### src/rtl/fetch_pkg.sv
`default_nettype none
// ============================================================================
// Module   : fetch_pkg
// Purpose  : Shared encodings and constants for the instruction-fetch block.
// Revision : 1.0 - initial release
// ============================================================================
package fetch_pkg;

    localparam int INSTR_WIDTH = 32;

    // Fetch controller state encoding
    localparam logic [1:0] c_ST_RESET = 2'd0;
    localparam logic [1:0] c_ST_FETCH = 2'd1;
    localparam logic [1:0] c_ST_BUSY  = 2'd2;
    localparam logic [1:0] c_ST_DRAIN = 2'd3;

    // Redirect source encoding
    localparam logic [1:0] c_SRC_NONE   = 2'd0;
    localparam logic [1:0] c_SRC_CSR    = 2'd1;
    localparam logic [1:0] c_SRC_JUMP   = 2'd2;
    localparam logic [1:0] c_SRC_BRANCH = 2'd3;

    // Trap/xRET outranks jump, which outranks a taken branch.
    function automatic logic [1:0] redirect_src(input logic csr_sel,
                                                input logic jump,
                                                input logic taken);
        if (csr_sel)
            return c_SRC_CSR;
        else if (jump)
            return c_SRC_JUMP;
        else if (taken)
            return c_SRC_BRANCH;
        return c_SRC_NONE;
    endfunction

endpackage
`default_nettype wire

### src/rtl/fetch_buffer.sv
`default_nettype none
// ============================================================================
// Module   : fetch_buffer
// Purpose  : Two-entry {pc, instr} FIFO between instruction memory and decode.
// Revision : 1.0 - initial release
// ============================================================================
module fetch_buffer #(
    parameter int PC_W   = 32,
    parameter int DATA_W = 32
) (
    input  logic              clk,
    input  logic              rst,
    input  logic              i_push,
    input  logic              i_pop,
    input  logic              i_clear,
    input  logic [PC_W-1:0]   i_push_pc,
    input  logic [DATA_W-1:0] i_push_data,
    output logic [1:0]        o_count,
    output logic              o_head_valid,
    output logic [PC_W-1:0]   o_head_pc,
    output logic [DATA_W-1:0] o_head_data
);

    logic [1:0]        r_count;
    logic [PC_W-1:0]   r_head_pc;
    logic [DATA_W-1:0] r_head_data;
    logic [PC_W-1:0]   r_tail_pc;
    logic [DATA_W-1:0] r_tail_data;
    logic              w_pop;
    logic              w_push;

    assign w_pop  = i_pop && (r_count != 2'd0);
    assign w_push = i_push && ((r_count != 2'd2) || w_pop);

    // Shift-style storage: the head entry always sits in the head registers.
    always_ff @(posedge clk) begin
        if (rst) begin
            r_count     <= 2'd0;
            r_head_pc   <= '0;
            r_head_data <= '0;
            r_tail_pc   <= '0;
            r_tail_data <= '0;
        end else if (i_clear) begin
            r_count <= 2'd0;
        end else begin
            case ({w_push, w_pop})
                2'b10: begin
                    if (r_count == 2'd0) begin
                        r_head_pc   <= i_push_pc;
                        r_head_data <= i_push_data;
                    end else begin
                        r_tail_pc   <= i_push_pc;
                        r_tail_data <= i_push_data;
                    end
                    r_count <= r_count + 2'd1;
                end
                2'b01: begin
                    r_head_pc   <= r_tail_pc;
                    r_head_data <= r_tail_data;
                    r_count     <= r_count - 2'd1;
                end
                2'b11: begin
                    if (r_count == 2'd1) begin
                        r_head_pc   <= i_push_pc;
                        r_head_data <= i_push_data;
                    end else begin
                        r_head_pc   <= r_tail_pc;
                        r_head_data <= r_tail_data;
                        r_tail_pc   <= i_push_pc;
                        r_tail_data <= i_push_data;
                    end
                end
                default: ;
            endcase
        end
    end

    assign o_count      = r_count;
    assign o_head_valid = (r_count != 2'd0);
    assign o_head_pc    = r_head_pc;
    assign o_head_data  = r_head_data;

endmodule
`default_nettype wire

### src/rtl/fetch_ctrl.sv
`default_nettype none
// ============================================================================
// Module   : fetch_ctrl
// Purpose  : Fetch PC sequencing, imem handshake and redirect/stall handling.
// Revision : 1.0 - initial release
// ============================================================================
module fetch_ctrl
    import fetch_pkg::*;
#(
    parameter int                   OPD_WIDTH = 32,
    parameter int                   PC_WIDTH  = 12,
    parameter logic [OPD_WIDTH-1:0] RESET_PC  = '0
) (
    input  logic                   clk,
    input  logic                   rst,
    input  logic                   stall,
    input  logic                   csr_sel,
    input  logic                   jump,
    input  logic                   branch,
    input  logic [OPD_WIDTH-1:0]   comp_result,
    input  logic [OPD_WIDTH-1:0]   alu_result,
    input  logic [OPD_WIDTH-1:0]   csr_out,
    output logic                   imem_req,
    output logic [PC_WIDTH-1:0]    imem_addr,
    input  logic                   imem_ack,
    input  logic [INSTR_WIDTH-1:0] imem_rdata,
    output logic                   instr_valid,
    output logic [INSTR_WIDTH-1:0] instr,
    output logic [OPD_WIDTH-1:0]   instr_pc,
    output logic                   flush,
    output logic [OPD_WIDTH-1:0]   pc_out
);

    logic [1:0]           r_state;
    logic [OPD_WIDTH-1:0] r_pc;
    logic [PC_WIDTH-1:0]  r_addr;
    logic                 r_flush;

    logic [1:0]           w_count;
    logic [1:0]           w_count_after_pop;
    logic [1:0]           w_src;
    logic                 w_pop;
    logic                 w_push;
    logic                 w_taken;
    logic                 w_redirect;
    logic                 w_req;
    logic                 w_ack;
    logic [OPD_WIDTH-1:0] w_target_raw;
    logic [OPD_WIDTH-1:0] w_target;

    assign w_pop             = instr_valid & ~stall;
    assign w_count_after_pop = w_count - {1'b0, w_pop};
    assign w_taken           = branch && (comp_result == OPD_WIDTH'(1));
    assign w_src             = redirect_src(csr_sel, jump, w_taken);
    assign w_redirect        = (r_state != c_ST_RESET) && (w_src != c_SRC_NONE);
    assign w_target_raw      = (w_src == c_SRC_CSR) ? csr_out : alu_result;
    assign w_target          = w_target_raw & ~OPD_WIDTH'(3);

    // A redirect in FETCH suppresses the request so nothing is left in flight.
    always_comb begin
        w_req = 1'b0;
        case (r_state)
            c_ST_FETCH:            w_req = !w_redirect && (w_count_after_pop <= 2'd1);
            c_ST_BUSY, c_ST_DRAIN: w_req = 1'b1;
            default:               w_req = 1'b0;
        endcase
    end

    assign w_ack  = imem_ack & w_req;
    assign w_push = w_ack && !w_redirect &&
                    ((r_state == c_ST_FETCH) || (r_state == c_ST_BUSY));

    always_ff @(posedge clk) begin
        if (rst) begin
            r_state <= c_ST_RESET;
            r_pc    <= RESET_PC;
            r_addr  <= '0;
            r_flush <= 1'b0;
        end else begin
            r_flush <= w_redirect;
            case (r_state)
                c_ST_RESET: r_state <= c_ST_FETCH;
                c_ST_FETCH: begin
                    r_addr <= r_pc[PC_WIDTH-1:0];
                    if (w_redirect)
                        r_pc <= w_target;
                    else if (w_req) begin
                        if (w_ack)
                            r_pc <= r_pc + OPD_WIDTH'(4);
                        else
                            r_state <= c_ST_BUSY;
                    end
                end
                c_ST_BUSY: begin
                    if (w_redirect) begin
                        r_pc    <= w_target;
                        r_state <= w_ack ? c_ST_FETCH : c_ST_DRAIN;
                    end else if (w_ack) begin
                        r_pc    <= r_pc + OPD_WIDTH'(4);
                        r_state <= c_ST_FETCH;
                    end
                end
                c_ST_DRAIN: begin
                    // r_addr still holds the abandoned address until its ack.
                    if (w_redirect)
                        r_pc <= w_target;
                    if (w_ack)
                        r_state <= c_ST_FETCH;
                end
                default: r_state <= c_ST_RESET;
            endcase
        end
    end

    fetch_buffer #(
        .PC_W   (OPD_WIDTH),
        .DATA_W (INSTR_WIDTH)
    ) u_buffer (
        .clk          (clk),
        .rst          (rst),
        .i_push       (w_push),
        .i_pop        (w_pop),
        .i_clear      (w_redirect),
        .i_push_pc    (r_pc),
        .i_push_data  (imem_rdata),
        .o_count      (w_count),
        .o_head_valid (instr_valid),
        .o_head_pc    (instr_pc),
        .o_head_data  (instr)
    );

    assign imem_req  = w_req;
    assign imem_addr = (r_state == c_ST_FETCH) ? r_pc[PC_WIDTH-1:0] : r_addr;
    assign flush     = r_flush;
    assign pc_out    = r_pc;

endmodule
`default_nettype wire

### config.mk
export PLATFORM = sky130hd
export DESIGN_NAME = fetch_ctrl
export DESIGN_NICKNAME = d
export VERILOG_FILES = /design/src/rtl/fetch_pkg.sv /design/src/rtl/fetch_buffer.sv /design/src/rtl/fetch_ctrl.sv
export SDC_FILE = /design/constraint.sdc
export NUM_CORES = 1
export LEC_CHECK = 0
export BUFFER_PORTS_ARGS = -buffer_cell sky130_fd_sc_hd__buf_2
export CAP_MARGIN = 20
export CORE_ASPECT_RATIO = 1.5
export CORE_MARGIN = 2
export CORE_UTILIZATION = 43
export DETAILED_ROUTE_END_ITERATION = 7
export PLACE_DENSITY = 0.78
export SLEW_MARGIN = 20
export SYNTH_ARGS = -nofsm -noshare
export SYNTH_HDL_FRONTEND = slang
export SYNTH_HIERARCHICAL = 1
export SYNTH_SLANG_ARGS = --single-unit
export TNS_END_PERCENT = 1
### constraint.sdc
create_clock -name clk -period 3.2 [get_ports clk]
set_clock_uncertainty 0.1 [all_clocks]
set_input_delay 0.32 -clock clk [delete_from_list [all_inputs] [get_ports clk]]
set_output_delay 0.32 -clock clk [all_outputs]
set_load 0.02 [all_outputs]
# Word level (Yosys, flattened, before mapping)
# Cells that the tools add are included.
# op_classes
add_sub_neg	4
order_cmp	1
eq_ne	18
n_mux	36
bitwise	4
reduce_logical	25
# ops
cell	count
two-way mux 32 bit	14
one-hot mux 32 bit (3 select lines)	3
one-hot mux 32 bit (2 select lines)	2
adder 32 x 3 -> 32 bit, second input constant	1
== test 32 x 1 -> 1 bit, second input constant	1
two-way mux 2 bit	10
inequality test 2 bit, second input constant	7
two-way mux 12 bit	1
nonzero test 2 bit	5
AND reduction 3 bit	3
== test 2 x 1 -> 1 bit, second input constant	4
== test 2 bit, second input constant	4
one-hot mux 2 bit (4 select lines)	1
logical AND 1 bit	7
nonzero test 3 bit	2
zero test 2 bit	2
one-hot mux 2 bit (2 select lines)	1
AND reduction 4 bit	1
OR reduction 2 bit	2
two-way mux 1 bit	3
inequality test 3 bit, second input constant	1
adder 2 x 1 -> 2 bit, second input constant	1
bitwise AND 1 bit	2
less-or-equal comparator 2 x 1 -> 1 bit, second input constant	1
7 further kinds	9
# word_totals
regBits	177
in_bits	135

# Depth between registers and ports, before layout
# logic_depth
depth_word	18
mapped_depth	17
ltp_nobuf	14

# Hierarchy
# Netlist, hierarchy kept.
# modules_own_cells
mod	instances	cells_per_inst	area_each_um2
fetch_buffer	1	659	5246.3
fetch_ctrl	1	386	3362.0

# Worst setup path after synthesis
# Ideal clock, no wire load.
# synth_path
path_type	register to register
from	register u_buffer.r_count[0], in the netlist u_buffer/o_count[0]
to	register u_buffer.r_head_data[23], in the netlist u_buffer/o_head_data[23]
setup_time_ns	0.145
arrival_time_ns	3.030
slack_ns	-0.074
stages_incl_launch_ff	17
path_buffers	3
period_less_slack_ns	3.274
path_cell_list	dfxtp_1 -> inv_1 -> ha_1 -> inv_1 -> nor2b_1 -> ha_1 -> xnor2_1 -> and2_1 -> nor3_1 -> or3_1 -> nor2_1 -> buf_2 -> nand3b_1 -> a21oi_2 -> buf_4 -> clkbuf_1 -> a311oi_2
# synth_via
elab_chain_len	13
word_cells_on_any_way	23
cone_classes	add/sub: 1; order compare: 1; eq/ne: 6; mux: 3; bitwise: 2; reduce/logical: 10
# synth_rtl
item	line_no	text
start, declared	fetch_buffer.sv:24	logic [1:0] r_count;
start signal, assigned	fetch_buffer.sv:55	r_count <= r_count + 2'd1;
start signal, assigned	fetch_buffer.sv:60	r_count <= r_count - 2'd1;
nonzero test 2 bit *	fetch_buffer.sv:79	assign o_head_valid = (r_count != 2'd0);
via instr_valid	fetch_ctrl.sv:27	output logic instr_valid,
bitwise AND 1 bit *	fetch_ctrl.sv:51	assign w_pop = instr_valid & ~stall;
via w_pop	fetch_ctrl.sv:42	logic w_pop;
subtractor 2 x 1 -> 2 bit *	fetch_ctrl.sv:52	assign w_count_after_pop = w_count - {1'b0, w_pop};
less-or-equal comparator 2 x 1 -> 1 bit *	fetch_ctrl.sv:63	c_ST_FETCH: w_req = !w_redirect && (w_count_after_pop <= 2'd1);
logical AND 1 bit *	fetch_ctrl.sv:63	
one-hot mux 1 bit (2 select lines) *	fetch_ctrl.sv:62	case (r_state)
bitwise AND 1 bit *	fetch_ctrl.sv:69	assign w_ack = imem_ack & w_req;
logical AND 1 bit * (2 in series)	fetch_ctrl.sv:70	assign w_push = w_ack && !w_redirect &&
via w_push	fetch_ctrl.sv:43	logic w_push;
logical AND 1 bit *	fetch_buffer.sv:33	assign w_push = i_push && ((r_count != 2'd2) || w_pop);
== test 2 bit / == test 2 x 1 -> 1 bit (equally long branches)	fetch_buffer.sv:46	case ({w_push, w_pop})
inequality test 2 x 1 -> 1 bit (no source line) / nonzero test 3 bit (equally long branches)	-	
AND reduction 3 bit (no source line)	-	
end signal, assigned	fetch_buffer.sv:50	r_head_data <= i_push_data;
end signal, assigned	fetch_buffer.sv:59	r_head_data <= r_tail_data;
end signal, assigned	fetch_buffer.sv:65	r_head_data <= i_push_data;
end, declared	fetch_buffer.sv:26	logic [DATA_W-1:0] r_head_data;
# Mark *: on every way through the listed nets, which the timed path passes. The rest lies on a longest branch.
# A chain may end at the register's enable or synchronous reset.

# Worst setup path in the final report
# layout_path
from	register u_buffer.r_count[1], in the netlist u_buffer/o_count[1]
to	register u_buffer.r_head_data[15], in the netlist u_buffer/o_head_data[15]
# layout_via
elab_chain_len	13
word_cells_on_any_way	23
cone_classes	add/sub: 1; order compare: 1; eq/ne: 6; mux: 3; bitwise: 2; reduce/logical: 10
# layout_rtl
item	line_no
nonzero test 2 bit *	fetch_buffer.sv:79
bitwise AND 1 bit *	fetch_ctrl.sv:51
via w_pop	fetch_ctrl.sv:42
subtractor 2 x 1 -> 2 bit *	fetch_ctrl.sv:52
less-or-equal comparator 2 x 1 -> 1 bit *	fetch_ctrl.sv:63
logical AND 1 bit *	fetch_ctrl.sv:63
one-hot mux 1 bit (2 select lines) *	fetch_ctrl.sv:62
bitwise AND 1 bit *	fetch_ctrl.sv:69
logical AND 1 bit * (2 in series)	fetch_ctrl.sv:70
via w_push	fetch_ctrl.sv:43
logical AND 1 bit *	fetch_buffer.sv:33
== test 2 bit / == test 2 x 1 -> 1 bit (equally long branches)	fetch_buffer.sv:46
inequality test 2 x 1 -> 1 bit (no source line) / nonzero test 3 bit (equally long branches)	-
AND reduction 3 bit (no source line)	-
# Marked as above.

==> flow_summary.json <==
{
  "ios": 246,
  "synth_area_per_cell_um2": 8.24,
  "avgRoutedWirePerCell_um": 16.9,
  "yosysWarnings": 6,
  "synth_edf_count": 0,
  "dpl.cell_count": 1499,
  "synth_top_cells_by_count": "nand2_1 (272), dfxtp_1 (175), a21oi_1 (94)",
  "worstPathRequired_ns": 3.43,
  "ctsHoldBuffers": 0,
  "final_cells": 1544,
  "antennaDiodeCount": 0,
  "path_max_fanout": 11,
  "wl_met3_um": 1400,
  "design_area_um2": 10900,
  "gp_congestion": 0.865,
  "yosys.area_share.adder_pct": 1.45,
  "routed_wirelength_um": 26100,
  "setup_viol": 0,
  "avgViaCountPerCell": 5.51,
  "ys.flop_type": "dfxtp_1",
  "dpl_cell_area_um2": 10100,
  "cts_tree": "built",
  "grt_pass1_vias": 7873,
  "die_x_um": 120,
  "ys_ff_latch": 175,
  "h-tree-depth": 4,
  "critical_path_class": "register to register",
  "ys_types": 76,
  "synth.area.top_cells": "dfxtp_1 (41%), nand2_1 (12%), a21oi_1 (5.5%), a311oi_1 (5.2%), nor2_1 (3.7%)",
  "cts_buffers": 17,
  "dp_hpwl_um": 17300,
  "grt_max_degree": 61,
  "netlist.area_leader.share_pct": 40.7,
  "synth-compound-area-share_pct": 22.0,
  "netlist_area_um2": 8610,
  "drive_above_1_share_pct": 32.0,
  "worst_pin_slew_ns": 0.841,
  "finalPower_mw": 6.38,
  "leakagePower_nw": 4.30,
  "dp_slack_ns": -0.138,
  "final_net_count": 1416,
  "grt_first_pass_wirelength_um": 39100,
  "critPathCaptureType": "register",
  "syn_inst": 1045,
  "synthMuxAreaShare_pct": 4.49,
  "wl_met1_um": 9960,
  "seq_area_frac_synth_pct": 40.7,
  "grt.overflow.total": 0,
  "synth_top_family_by_area": "simple AND/OR/NAND/NOR gates",
  "start_util_pct": 43.7,
  "cp-start-kind": "register",
  "fmax_mhz": 319,
  "crit_arrival_ns": 3.37,
  "timing.hold.ws_ns": 0.0382,
  "drt-pass1-iter-count": 5,
  "vias": 8504,
  "finalMaxSlewViolations": 0,
  "p_per_area_nw_per_um2": 584,
  "yosysMostFrequentCell": "nand2_1",
  "maxSlewHeadroom_pct": 43.8,
  "core_um2": 19700,
  "top_layer_used": "met4",
  "num_rows": 63,
  "clk_pin_slew_ns": 0.07,
  "drc": 0,
  "drv_cap": 0,
  "peakVddDrop_mv": 0.370,
  "gr-usage-all-layers_pct": 23.1,
  "yosys.area_share.xor_xnor_pct": 0.203,
  "area_growth_pct": 27.0,
  "ctsRootBufferMaster": "clkbuf_16",
  "clk_path_buf_depth": 2,
  "cts.sinks": 175,
  "period_needed_ns": 3.14,
  "routed-wl-met2_um": 13600,
  "dieArea_um2": 21200,
  "die_h_um": 177,
  "period_share_pct": 98.0,
  "worst_hold_path_type": "input port to register",
  "finalHoldViolCount": 0,
  "final_antenna_net_count": 0,
  "finish.utilization_pct": 55.5,
  "yosys.area.top_type": "dfxtp_1",
  "drtIter0Drc": 483,
  "clock_latency_ns": 0.44,
  "async_reset_ff_share_pct": 0,
  "synth-simple-area-share_pct": 24.2,
  "status": "finished, final reports clean",
  "antenna_found_initial": 0,
  "worst_slack_ns": 0.0633,
  "finalSetupTns_ns": 0,
  "port_buffers": 239
}
## placed cells by master (no fill, tap or decap), drive strengths merged, types with 15 or more instances in the layout
cell      n
mux2     21
inv      28
and2     15
mux2i    15
nand3    15
dfxtp   175
clkbuf   24
nand2   274
a311oi   64
nor4     19
nor2     86
o21ai    26
a21oi    99
buf     283
## registers in the layout (all words and copies together) (netlist names)
name	flops
u_buffer/o_head_data	32
u_buffer/o_head_pc	32
u_buffer/r_tail_data	32
u_buffer/r_tail_pc	32
pc_out	30
r_addr	12
r_state	2
u_buffer/o_count	2
flush	1
## layer usage
layer | track usage [%] | up-vias
li1 | - | 4131
met1 | 25.6 | 3962
met2 | 41.3 | 338
met3 | 4.11 | 73
met4 | 13.6 | 0
met5 | 0 | -
## cell type report
type / count / area (µm²)
Sequential cell: 175 / 3500
Clock inverter: 13 / 140
Clock buffer: 19 / 443
Fill cell: 1866 / 8780
Multi-Input combinational cell: 761 / 4610
Inverter: 28 / 109
Timing Repair Buffer: 288 / 1800
Tap cell: 260 / 325
## worst paths after layout
kind	startpoint	cells past startpoint	slack [ns]	to
min reg2reg	u_buffer/r_tail_pc[22]	2	0.35	u_buffer/r_tail_pc[22]
min	imem_rdata[29]	3	0.04	u_buffer/r_tail_data[29]
max reg2reg	u_buffer/o_count[1]	16	0.06	u_buffer/o_head_data[15]
max	u_buffer/o_count[1]	16	0.06	u_buffer/o_head_data[15]
## worst max-delay path, cell delays in order (launching register included)
cell and delay, ns:
dfxtp_2 0.34, inv_4 0.07, ha_4 0.13, inv_2 0.03
nor2b_2 0.15, ha_2 0.18, xnor2_2 0.22, and2_4 0.18
nor3_1 0.05, or3_4 0.36, nor2_4 0.14, buf_6 0.13
buf_6 0.12, a21o_4 0.28, clkbuf_16 0.22, nand2_1 0.07
a311oi_1 0.27
## timing repair
action / CTS / global route
hold endpoints to repair: 0 / 0
cloned: 2 / 6
resized for setup: 6 / 15
buffers inserted: 0 / 5
pin swaps: 3 / 8
endpoints found under the setup margin: 100 / 127
## power breakdown
| group | total [mW] | leakage, nW | internal (mW) | switching (mW) |
|---|---|---|---|---|
| Combinational | 1.83 | 2.61 | 0.672 | 1.16 |
| Clock | 2.06 | 0.275 | 1.17 | 0.889 |
| Sequential | 2.49 | 1.41 | 2.32 | 0.169 |
| Total | 6.38 | 4.30 | 4.17 | 2.22 |
## kinds of logic (layout without fill, tap and decap cells)
family                     after synthesis  count (layout)
buffers and inverters                  115             348
AOI/OAI and AO/OA                      247             248
and+or+nand+nor                        459             459
DFF                                    175             175
adders and majority gates               10              10
xor gates and xnor gates                 2               2
muxes                                   36              36
other                                    1               6
No activity file was read; power rests on OpenSTA's default activity.
